===== src/rtl/id_stage_pipe.sv =====
// id_stage_pipe: RV32I/E decode stage. Register file with optional write-through
// bypass, load-use hazard detection, branch/jump resolution against the fetch
// prediction, and an ID/EX output register with valid/stall/flush control.
module id_stage_pipe #(
  parameter int XLEN      = 32,
  parameter int NUM_REGS  = 32,
  parameter int WR_BYPASS = 1
) (
  input  logic            clk,
  input  logic            rst_n,
  input  logic            i_valid,
  input  logic [31:0]     i_instr,
  input  logic [XLEN-1:0] i_pc,
  input  logic            i_prediction,
  input  logic            i_stall,
  input  logic            i_wr,
  input  logic [4:0]      i_wr_addr,
  input  logic [XLEN-1:0] i_write_data,
  input  logic            i_ex_load,
  input  logic [4:0]      i_ex_rd,
  output logic            o_valid,
  output logic [XLEN-1:0] o_pc,
  output logic [XLEN-1:0] o_rs1_data,
  output logic [XLEN-1:0] o_rs2_data,
  output logic [XLEN-1:0] o_imm_data,
  output logic [6:0]      o_opcode,
  output logic [2:0]      o_func3,
  output logic [3:0]      o_alu_ctrl,
  output logic [4:0]      o_rd,
  output logic [XLEN-1:0] o_branch_pc,
  output logic            o_flush,
  output logic            o_stall
);

  localparam int AW = $clog2(NUM_REGS);

  localparam logic [6:0] OPC_OP     = 7'b0110011;
  localparam logic [6:0] OPC_OP_IMM = 7'b0010011;
  localparam logic [6:0] OPC_LOAD   = 7'b0000011;
  localparam logic [6:0] OPC_STORE  = 7'b0100011;
  localparam logic [6:0] OPC_BRANCH = 7'b1100011;
  localparam logic [6:0] OPC_JAL    = 7'b1101111;
  localparam logic [6:0] OPC_JALR   = 7'b1100111;
  localparam logic [6:0] OPC_LUI    = 7'b0110111;
  localparam logic [6:0] OPC_AUIPC  = 7'b0010111;

  logic [XLEN-1:0] regs [NUM_REGS];

  logic [6:0]      opc;
  logic [2:0]      f3;
  logic [4:0]      rs1, rs2;
  logic            rs1_ok, rs2_ok, wr_ok;
  logic [XLEN-1:0] rs1_val, rs2_val, imm;
  logic [XLEN-1:0] imm_i, imm_b, imm_j;
  logic [3:0]      alu_ctrl;
  logic            rs1_used, rs2_used, load_use;
  logic            taken, mispredict;
  logic [XLEN-1:0] target;

  // Register file: x0 and out-of-range addresses (RV32E) are never written.
  assign wr_ok = (NUM_REGS == 32) || !i_wr_addr[4];

  always_ff @(posedge clk or negedge rst_n) begin
    if (!rst_n) begin
      for (int i = 0; i < NUM_REGS; i++) regs[i] <= '0;
    end else if (i_wr && (i_wr_addr != 5'd0) && wr_ok) begin
      regs[i_wr_addr[AW-1:0]] <= i_write_data;
    end
  end

  // Field extraction, operand reads with write-through bypass, immediate select.
  always_comb begin
    opc    = i_instr[6:0];
    f3     = i_instr[14:12];
    rs1    = i_instr[19:15];
    rs2    = i_instr[24:20];
    rs1_ok = (NUM_REGS == 32) || !rs1[4];
    rs2_ok = (NUM_REGS == 32) || !rs2[4];

    rs1_val = '0;
    if ((rs1 != 5'd0) && rs1_ok) begin
      if ((WR_BYPASS != 0) && i_wr && (i_wr_addr == rs1)) rs1_val = i_write_data;
      else                                               rs1_val = regs[rs1[AW-1:0]];
    end
    rs2_val = '0;
    if ((rs2 != 5'd0) && rs2_ok) begin
      if ((WR_BYPASS != 0) && i_wr && (i_wr_addr == rs2)) rs2_val = i_write_data;
      else                                               rs2_val = regs[rs2[AW-1:0]];
    end

    imm_i = {{(XLEN-12){i_instr[31]}}, i_instr[31:20]};
    imm_b = {{(XLEN-12){i_instr[31]}}, i_instr[7], i_instr[30:25], i_instr[11:8], 1'b0};
    imm_j = {{(XLEN-20){i_instr[31]}}, i_instr[19:12], i_instr[20], i_instr[30:21], 1'b0};

    imm = '0;
    case (opc)
      OPC_OP_IMM, OPC_LOAD, OPC_JALR: imm = imm_i;
      OPC_STORE:  imm = {{(XLEN-12){i_instr[31]}}, i_instr[31:25], i_instr[11:7]};
      OPC_BRANCH: imm = imm_b;
      OPC_LUI, OPC_AUIPC: imm = {{(XLEN-32){i_instr[31]}}, i_instr[31:12], 12'b0};
      OPC_JAL:    imm = imm_j;
      default:    imm = '0;
    endcase

    alu_ctrl = 4'b0000;
    if ((opc == OPC_OP) || (opc == OPC_OP_IMM))
      alu_ctrl = {(f3 == 3'b101) & i_instr[30], f3};
  end

  // Load-use hazard: EX load writes a register this instruction actually reads.
  always_comb begin
    rs1_used = (opc == OPC_OP) || (opc == OPC_OP_IMM) || (opc == OPC_LOAD) ||
               (opc == OPC_STORE) || (opc == OPC_BRANCH) || (opc == OPC_JALR);
    rs2_used = (opc == OPC_OP) || (opc == OPC_STORE) || (opc == OPC_BRANCH);
    load_use = i_valid && i_ex_load && (i_ex_rd != 5'd0) &&
               ((rs1_used && (i_ex_rd == rs1)) || (rs2_used && (i_ex_rd == rs2)));
  end

  assign o_stall = i_stall | (load_use & ~o_flush);

  // Branch/jump resolution on the bypassed operands.
  always_comb begin
    taken      = 1'b0;
    mispredict = 1'b0;
    target     = i_pc + imm_b;
    case (opc)
      OPC_BRANCH: begin
        case (f3)
          3'b000:  taken = (rs1_val == rs2_val);
          3'b001:  taken = (rs1_val != rs2_val);
          3'b100:  taken = ($signed(rs1_val) <  $signed(rs2_val));
          3'b101:  taken = ($signed(rs1_val) >= $signed(rs2_val));
          3'b110:  taken = (rs1_val <  rs2_val);
          3'b111:  taken = (rs1_val >= rs2_val);
          default: taken = 1'b0;
        endcase
        mispredict = (taken != i_prediction);
      end
      OPC_JAL: begin
        taken      = 1'b1;
        target     = i_pc + imm_j;
        mispredict = !i_prediction;
      end
      OPC_JALR: begin
        taken      = 1'b1;
        target     = (rs1_val + imm_i) & {{(XLEN-1){1'b1}}, 1'b0};
        mispredict = 1'b1;
      end
      default: ;
    endcase
  end

  // ID/EX register: stall holds, flush squashes, hazard bubbles, else accept.
  always_ff @(posedge clk or negedge rst_n) begin
    if (!rst_n) begin
      o_valid     <= 1'b0;
      o_pc        <= '0;
      o_rs1_data  <= '0;
      o_rs2_data  <= '0;
      o_imm_data  <= '0;
      o_opcode    <= '0;
      o_func3     <= '0;
      o_alu_ctrl  <= '0;
      o_rd        <= '0;
      o_branch_pc <= '0;
      o_flush     <= 1'b0;
    end else if (i_stall) begin
      o_flush <= 1'b0;
    end else if (o_flush || load_use || !i_valid) begin
      o_valid <= 1'b0;
      o_flush <= 1'b0;
    end else begin
      o_valid    <= 1'b1;
      o_pc       <= i_pc;
      o_rs1_data <= rs1_val;
      o_rs2_data <= rs2_val;
      o_imm_data <= imm;
      o_opcode   <= opc;
      o_func3    <= f3;
      o_alu_ctrl <= alu_ctrl;
      o_rd       <= i_instr[11:7];
      o_flush    <= mispredict;
      if (mispredict) o_branch_pc <= taken ? target : (i_pc + XLEN'(4));
    end
  end

endmodule


===== config.mk =====
export PLATFORM = sky130hd
export DESIGN_NAME = id_stage_pipe
export DESIGN_NICKNAME = d
export VERILOG_FILES = /design/src/rtl/id_stage_pipe.sv
export SDC_FILE = /design/constraint.sdc
export NUM_CORES = 2
export LEC_CHECK = 0
export ABC_CLOCK_PERIOD_IN_PS = 5360
export BUFFER_PORTS_ARGS = -buffer_cell sky130_fd_sc_hd__buf_4
export CORE_MARGIN = 2
export CORE_UTILIZATION = 60
export DETAILED_ROUTE_END_ITERATION = 16
export PLACE_DENSITY = 0.89
export SYNTH_ARGS = -nofsm -noshare
export SYNTH_HDL_FRONTEND = slang
export SYNTH_SLANG_ARGS = --single-unit

===== constraint.sdc =====
create_clock -name clk -period 5.36 [get_ports clk]
set_clock_uncertainty 0.15 [all_clocks]
set_input_delay 0.268 -clock clk [delete_from_list [all_inputs] [get_ports clk]]
set_output_delay 0.268 -clock clk [all_outputs]
set_load 0.01 [all_outputs]

# Yosys cells after proc, flatten, opt, wreduce, memory -nomap -nowiden
# Cells that the tools add are included.
[totals] reg_bits=1205 inputBits=113 out_inout_bits=182 word_cells=140
[op_classes] add_sub_neg=4 magnitude_cmp=8 eq_ne=21 n_mux=24 bitwise_logic=9 n_reduce_logical=31
[op_table] op="$bwmux W1024" count=1
[op_table] op="$bmux W32 S5" count=2
[op_table] op="$mux W32" count=10
[op_table] op="$demux W32 S5" count=1
[op_table] op="$pmux W32 S5" count=1
[op_table] op="$add A32 B32 Y32" count=3
[op_table] op="$ge A32 B32 Y1" count=2
[op_table] op="$lt A32 B32 Y1" count=2
[op_table] op="$pmux W32 S2" count=1
[op_table] op="$add A32 B3 Y32 const B" count=1
[op_table] op="$eq A32 B32 Y1" count=1
[op_table] op="$ne A32 B32 Y1" count=1
[op_table] op="$eq A7 B6 Y1 const B" count=3
[op_table] op="$eq A7 B7 Y1 const B" count=3
[op_table] op="$eq A5 B5 Y1" count=4
[op_table] op="$reduce_bool A5 Y1" count=4
[op_table] op="$ge A6 B6 Y1 const B" count=3
[op_table] op="$not A5 Y6" count=3
[op_table] op="$eq A7 B5 Y1 const B" count=2
[op_table] op="$eq A3 B3 Y1 const B" count=4
[op_table] op="$logic_or A1 B1 Y1" count=10
[op_table] op="$logic_and A1 B1 Y1" count=9
[op_table] op="$eq A7 B2 Y1 const B" count=1
[op_table] op="$lt A6 B1 Y1 const B" count=1
[op_table] op="other kinds (16)" count=24

# Longest topological paths before layout
[depth] ltp_word=13 ltp_mapped=27

# Least setup slack after synthesis
# Ideal clock, no wire load.
[synth_path] kind="input-to-reg" start="input i_instr[20]" end="register o_branch_pc[3]" setup_time_ns=0.125 arrival_ns=5.889 required_time_ns=5.085 path_slack_ns=-0.804 stages=24 path_cell_list="clkbuf_1 -> buf_2 -> buf_2 -> buf_1 -> buf_1 -> mux4_2 -> mux4_2 -> mux2i_1 -> nand2_1 -> o211ai_1 -> ha_1 -> a211oi_1 -> o21ai_0 -> o211ai_1 -> a31oi_1 -> or3b_2 -> o22ai_1 -> a31oi_1 -> mux2_4 -> o2bb2ai_2 -> a31o_2 -> buf_2 -> mux2_1 -> mux2_2"
[synth_between] elab_chain_cells=12 elab_cells_between_ends=31 classes_between="1 x add/sub; 4 x order compare; 5 x eq/ne; 11 x mux; 2 x bitwise; 8 x reduce/logical"
[synth_rtl] element="from (decl)" line="12" source="input logic [31:0] i_instr,"
[synth_rtl] element="$not A5 Y6 (not written as such)" line="88" source="else rs2_val = regs[rs2[AW-1:0]];"
[synth_rtl] element="$bmux W32 S5" line="88"
[synth_rtl] element="$mux W32 (not written as such) (2 in a row)" line="88"
[synth_rtl] element="$mux W32" line="87" source="if ((WR_BYPASS != 0) && i_wr && (i_wr_addr == rs2)) rs2_val = i_write_data;"
[synth_rtl] element="$mux W32" line="86" source="if ((rs2 != 5'd0) && rs2_ok) begin"
[synth_rtl] element="$ge A32 B32 Y1 (tied with other cells)" line="134" source="3'b111: taken = (rs1_val >= rs2_val);"
[synth_rtl] element="$pmux W1 S6" line="128" source="case (f3)"
[synth_rtl] element="$mux W1" line="126" source="case (opc)"
[synth_rtl] element="$ne A1 B1 Y1" line="137" source="mispredict = (taken != i_prediction);"
[synth_rtl] element="$pmux W1 S3" line="126"
[synth_rtl] element="$reduce_and A3 Y1 (no source line)"
[synth_rtl] element="to (signal assigned)" line="183" source="if (mispredict) o_branch_pc <= taken ? target : (i_pc + XLEN'(4));"
[synth_rtl] element="to (decl)" line="30" source="output logic [XLEN-1:0] o_branch_pc,"
# Several ways; a longest one is shown, not always the timed one. The select of a mux whose other input is x is not followed.
# A chain may end at the register's enable or synchronous reset.

# Worst setup path after layout
[layout_path] start="register regs[759] (netlist name)" end="register o_branch_pc[21]"
[layout_between] elab_chain_cells=11 elab_cells_between_ends=23 classes_between="4 x order compare; 3 x eq/ne; 15 x mux; 1 x reduce/logical"
[layout_rtl] element="from (decl)" line="47" source="logic [XLEN-1:0] regs [NUM_REGS];"
[layout_rtl] element="from (signal, indexed assignment)" line="67" source="regs[i_wr_addr[AW-1:0]] <= i_write_data;"
[layout_rtl] element="$bmux W32 S5 (on tied branches)" line="83, 88"
[layout_rtl] element="$mux W32 (on tied branches) (2 in a row)" line="83, 88"
[layout_rtl] element="$mux W32 (on tied branches)" line="82, 87"
[layout_rtl] element="$mux W32 (on tied branches)" line="81, 86"
[layout_rtl] element="$ge A32 B32 Y1 (tied with other cells)" line="134"
[layout_rtl] element="$pmux W1 S6 *" line="128"
[layout_rtl] element="$mux W1 *" line="126"
[layout_rtl] element="$ne A1 B1 Y1" line="137"
[layout_rtl] element="$pmux W1 S3" line="126"
[layout_rtl] element="$reduce_and A3 Y1 (no source line)"
# Mark *: on every way between the ends. The rest lies on a longest branch, timed or not. The select of a mux whose other input is x is not followed.

==> impl_metrics.json <==
{
  "final_nets": 5533,
  "crit_required_ns": 5.81,
  "grt_use_total_pct": 42.2,
  "drc_errors": 0,
  "crit_fanout": 9,
  "cts_sinks": 1205,
  "fin_crit_sh_pct": 106,
  "synthTopCellsByArea": "dfrtp_1 (45%), mux4_2 (20%), mux2_2 (17%)",
  "cts.clk_slew.worst_paths_ns": 0.07,
  "root_buffer": "clkbuf_16",
  "avgSynthCellArea_sq_um": 13.7,
  "num_vias": 52614,
  "tightest_slew_ns": 1.48,
  "violations": "capacitance limit, setup timing",
  "synth_top_area_share_pct": 44.8,
  "ys_top_cells_by_count": "dfrtp_1 (1205), mux2_2 (988), mux4_2 (602)",
  "rows": 122,
  "async_flop_share_pct": 100,
  "period_minus_slack_ns": 5.67,
  "cts_htree_levels": 3,
  "gp_congestion": 0.969,
  "coreArea_sq_um": 111000,
  "worstPathCellList": "mux4_2 -> mux4_2 -> mux2i_1 -> nand2_1 -> o211ai_1 -> ha_1 -> a21oi_1 -> nor3_2 -> nor3_1 -> a31oi_2 -> or3b_4 -> nor2_2 -> a31oi_1 -> mux2_4 -> o2bb2ai_4 -> a31o_4 -> a21o_4 -> buf_12 -> mux2_4",
  "grt_pass1_vias": 53966,
  "synth_top_cell_by_area": "dfrtp_1",
  "finalSetupViolCount": 33,
  "clk_latency_ns": 0.76,
  "yosysMostFrequentCell": "dfrtp_1",
  "pin_count": 295,
  "area_growth_pct": 17.3,
  "max-vdd-ir-drop_mv": 0.317,
  "total_power_mw": 30.0,
  "start_util_pct": 60.7,
  "rsz0062_at_grt": "true",
  "dr.first_iter.drc_count": 8094,
  "relSlewSlack_pct": 0.850,
  "clock_path_buffers": 3,
  "numCtsBuffers": 115,
  "ys.flop_type": "dfrtp_1",
  "finalNonFillerCells": 6921,
  "syn_nets": 5110,
  "portBuffers": 294,
  "grt_remaining_overflow": 0,
  "hold_viol": 0,
  "dieArea_sq_um": 115000,
  "synth-edff-count": 0,
  "yosysWarnings": 0,
  "syn_area_sq_um": 67300,
  "critPathKind": "flip-flop to flip-flop",
  "fmax_mhz": 176,
  "viasPerCell": 7.60,
  "ant_nets": 0,
  "p_per_area_nw_per_um2": 380,
  "synth_seq_cells": 1205,
  "hold-worst-slack_ns": 0.0369,
  "dpl-instance-area_sq_um": 73600,
  "wl_per_cell_um": 35.5,
  "grt_max_degree": 204,
  "cts_tree": "built",
  "synth-seq-area-share_pct": 44.8,
  "die_h_um": 339,
  "critPathMaxStageDelay_ns": 0.60,
  "max-cap-violations": 1,
  "firstDrtPassIters": 8,
  "hpwl_um": 138000,
  "finalMaxSlewViolations": 0,
  "dp.cells": 6600,
  "die_w_um": 339,
  "yosysUniqueCellTypes": 87,
  "worst_slack_ns": -0.311,
  "syn-instance-count": 4904,
  "drive_gt1_share_pct": 47.8,
  "startpoint_type": "flip-flop",
  "arrival_ns": 6.12,
  "antenna_found_initial": 14,
  "grt_pass1_wl_um": 359000,
  "status": "complete, but fails checks",
  "hold_path.class": "primary input to asynchronous set/reset pin",
  "cp-end-kind": "flip-flop",
  "slowest_stage": "mux4_2",
  "post-route-cell-area_sq_um": 79000,
  "drt-total-wl_um": 246000,
  "cellLeakagePower_nw": 35.6
}
==> per-stage QoR <==
stage | setup TNS (ns) | util [%] | worst slack [ns]
after detailed placement | -14.92 | 66.3 | -0.495
final | -8.62 | 71.2 | -0.311
after CTS | 0 | 71.0 | 0.0171
after global routing | -11.61 | 71.2 | -0.409
after floorplan | -4.34 | - | -0.172
after global placement | -9.76 | 66.3 | -0.343
==> critical path: cells and delay by family, from the launching register on <==
family | cells | cell delay (ns)
adders and majority gates | 1 | 0.33
buffers and inverters | 1 | 0.17
muxes | 5 | 1.97
and+or+nand+nor | 5 | 1.00
AOI/OAI and AO/OA | 7 | 1.44
DFF | 1 | 0.48
==> cells in the final DEF, fill, tap and decap left out, types with 27 or more instances in the layout <==
cell and instances:
nand4_1 27, buf_4 601, o211ai_1 37, mux2i_1 140
xnor2_1 57, nand2_1 424, a21o_1 54, mux4_2 602
a211oi_1 39, buf_12 80, xor2_1 47, nor2_1 105
dlygate4sd3_1 88, clkbuf_16 119, mux2_2 986, ha_1 91
inv_1 34, a21oi_1 107, o21ai_0 118, dfrtp_1 1204
==> repair_timing <==
item / in CTS / in global routing
hold endpoints to repair: 1130 / 0
hold buffers: 88 / 0
pin swaps: 1 / 4
setup buffers: 0 / 7
endpoints found under the setup margin: 26 / 33
resized for setup: 5 / 28
gates cloned: 0 / 4
==> cell type report <==
cell class | count | area [sq um]
Antenna cell | 8 | 20.0
Clock buffer | 158 | 3290
Clock inverter | 57 | 908
Fill cell | 6223 | 32000
Inverter | 35 | 134
Multi-Input combinational cell | 3186 | 35400
Sequential cell | 1205 | 30200
Tap cell | 1488 | 1860
Timing Repair Buffer | 784 | 7230
==> logic make-up (layout without fill, tap and decap cells) <==
family,Yosys count,after routing,synth area share [%]
other,0,8,0
AOI/OAI and AO/OA,490,490,4.75
DFF,1205,1205,44.8
adders and majority gates,93,93,1.75
xor gates and xnor gates,105,105,1.38
muxes,1759,1759,39.4
buffers and inverters,513,1034,3.15
and+or+nand+nor,739,739,4.84
==> report_power, final <==
group | switching [mW] | total (mW) | internal (mW)
clock | 3.87 | 9.19 | 5.32
sequential | 1.64 | 12.4 | 10.8
combinational | 3.95 | 8.43 | 4.49
==> state kept, by name (all words and copies together) (netlist names), 3 cells and up <==
register,flops
regs,1024
o_branch_pc,32
o_imm_data,32
o_pc,32
o_rs1_data,32
o_rs2_data,32
o_opcode,7
o_rd,5
o_alu_ctrl,4
o_func3,3
==> routing by layer <==
| metal | track usage (%) | share of wire (%) |
|---|---|---|
| met1 | 49.6 | 31 |
| met2 | 62.0 | 43 |
| met3 | 17.0 | 15 |
| met4 | 32.8 | 10 |
| met5 | 0.583 | 0.058 |
==> path summary, 6_finish.rpt <==
check                                  startpoint                     endpoint  slack (ns)  cells past startpoint
max                         regs[759]$_DFFE_PN0P_  o_branch_pc[21]$_DFFE_PN0P_       -0.31                     19
min                                         rst_n        regs[765]$_DFFE_PN0P_        0.04                      2
max reg2reg                 regs[759]$_DFFE_PN0P_  o_branch_pc[21]$_DFFE_PN0P_       -0.31                     19
min reg2reg                regs[1002]$_DFFE_PN0P_       regs[1002]$_DFFE_PN0P_        0.25                      0
max in group asynchronous                   rst_n        regs[687]$_DFFE_PN0P_        3.56                      3
min in group clk                 i_write_data[25]        regs[441]$_DFFE_PN0P_        0.06                      3
Note: power is estimated with default switching activity, not from simulation.
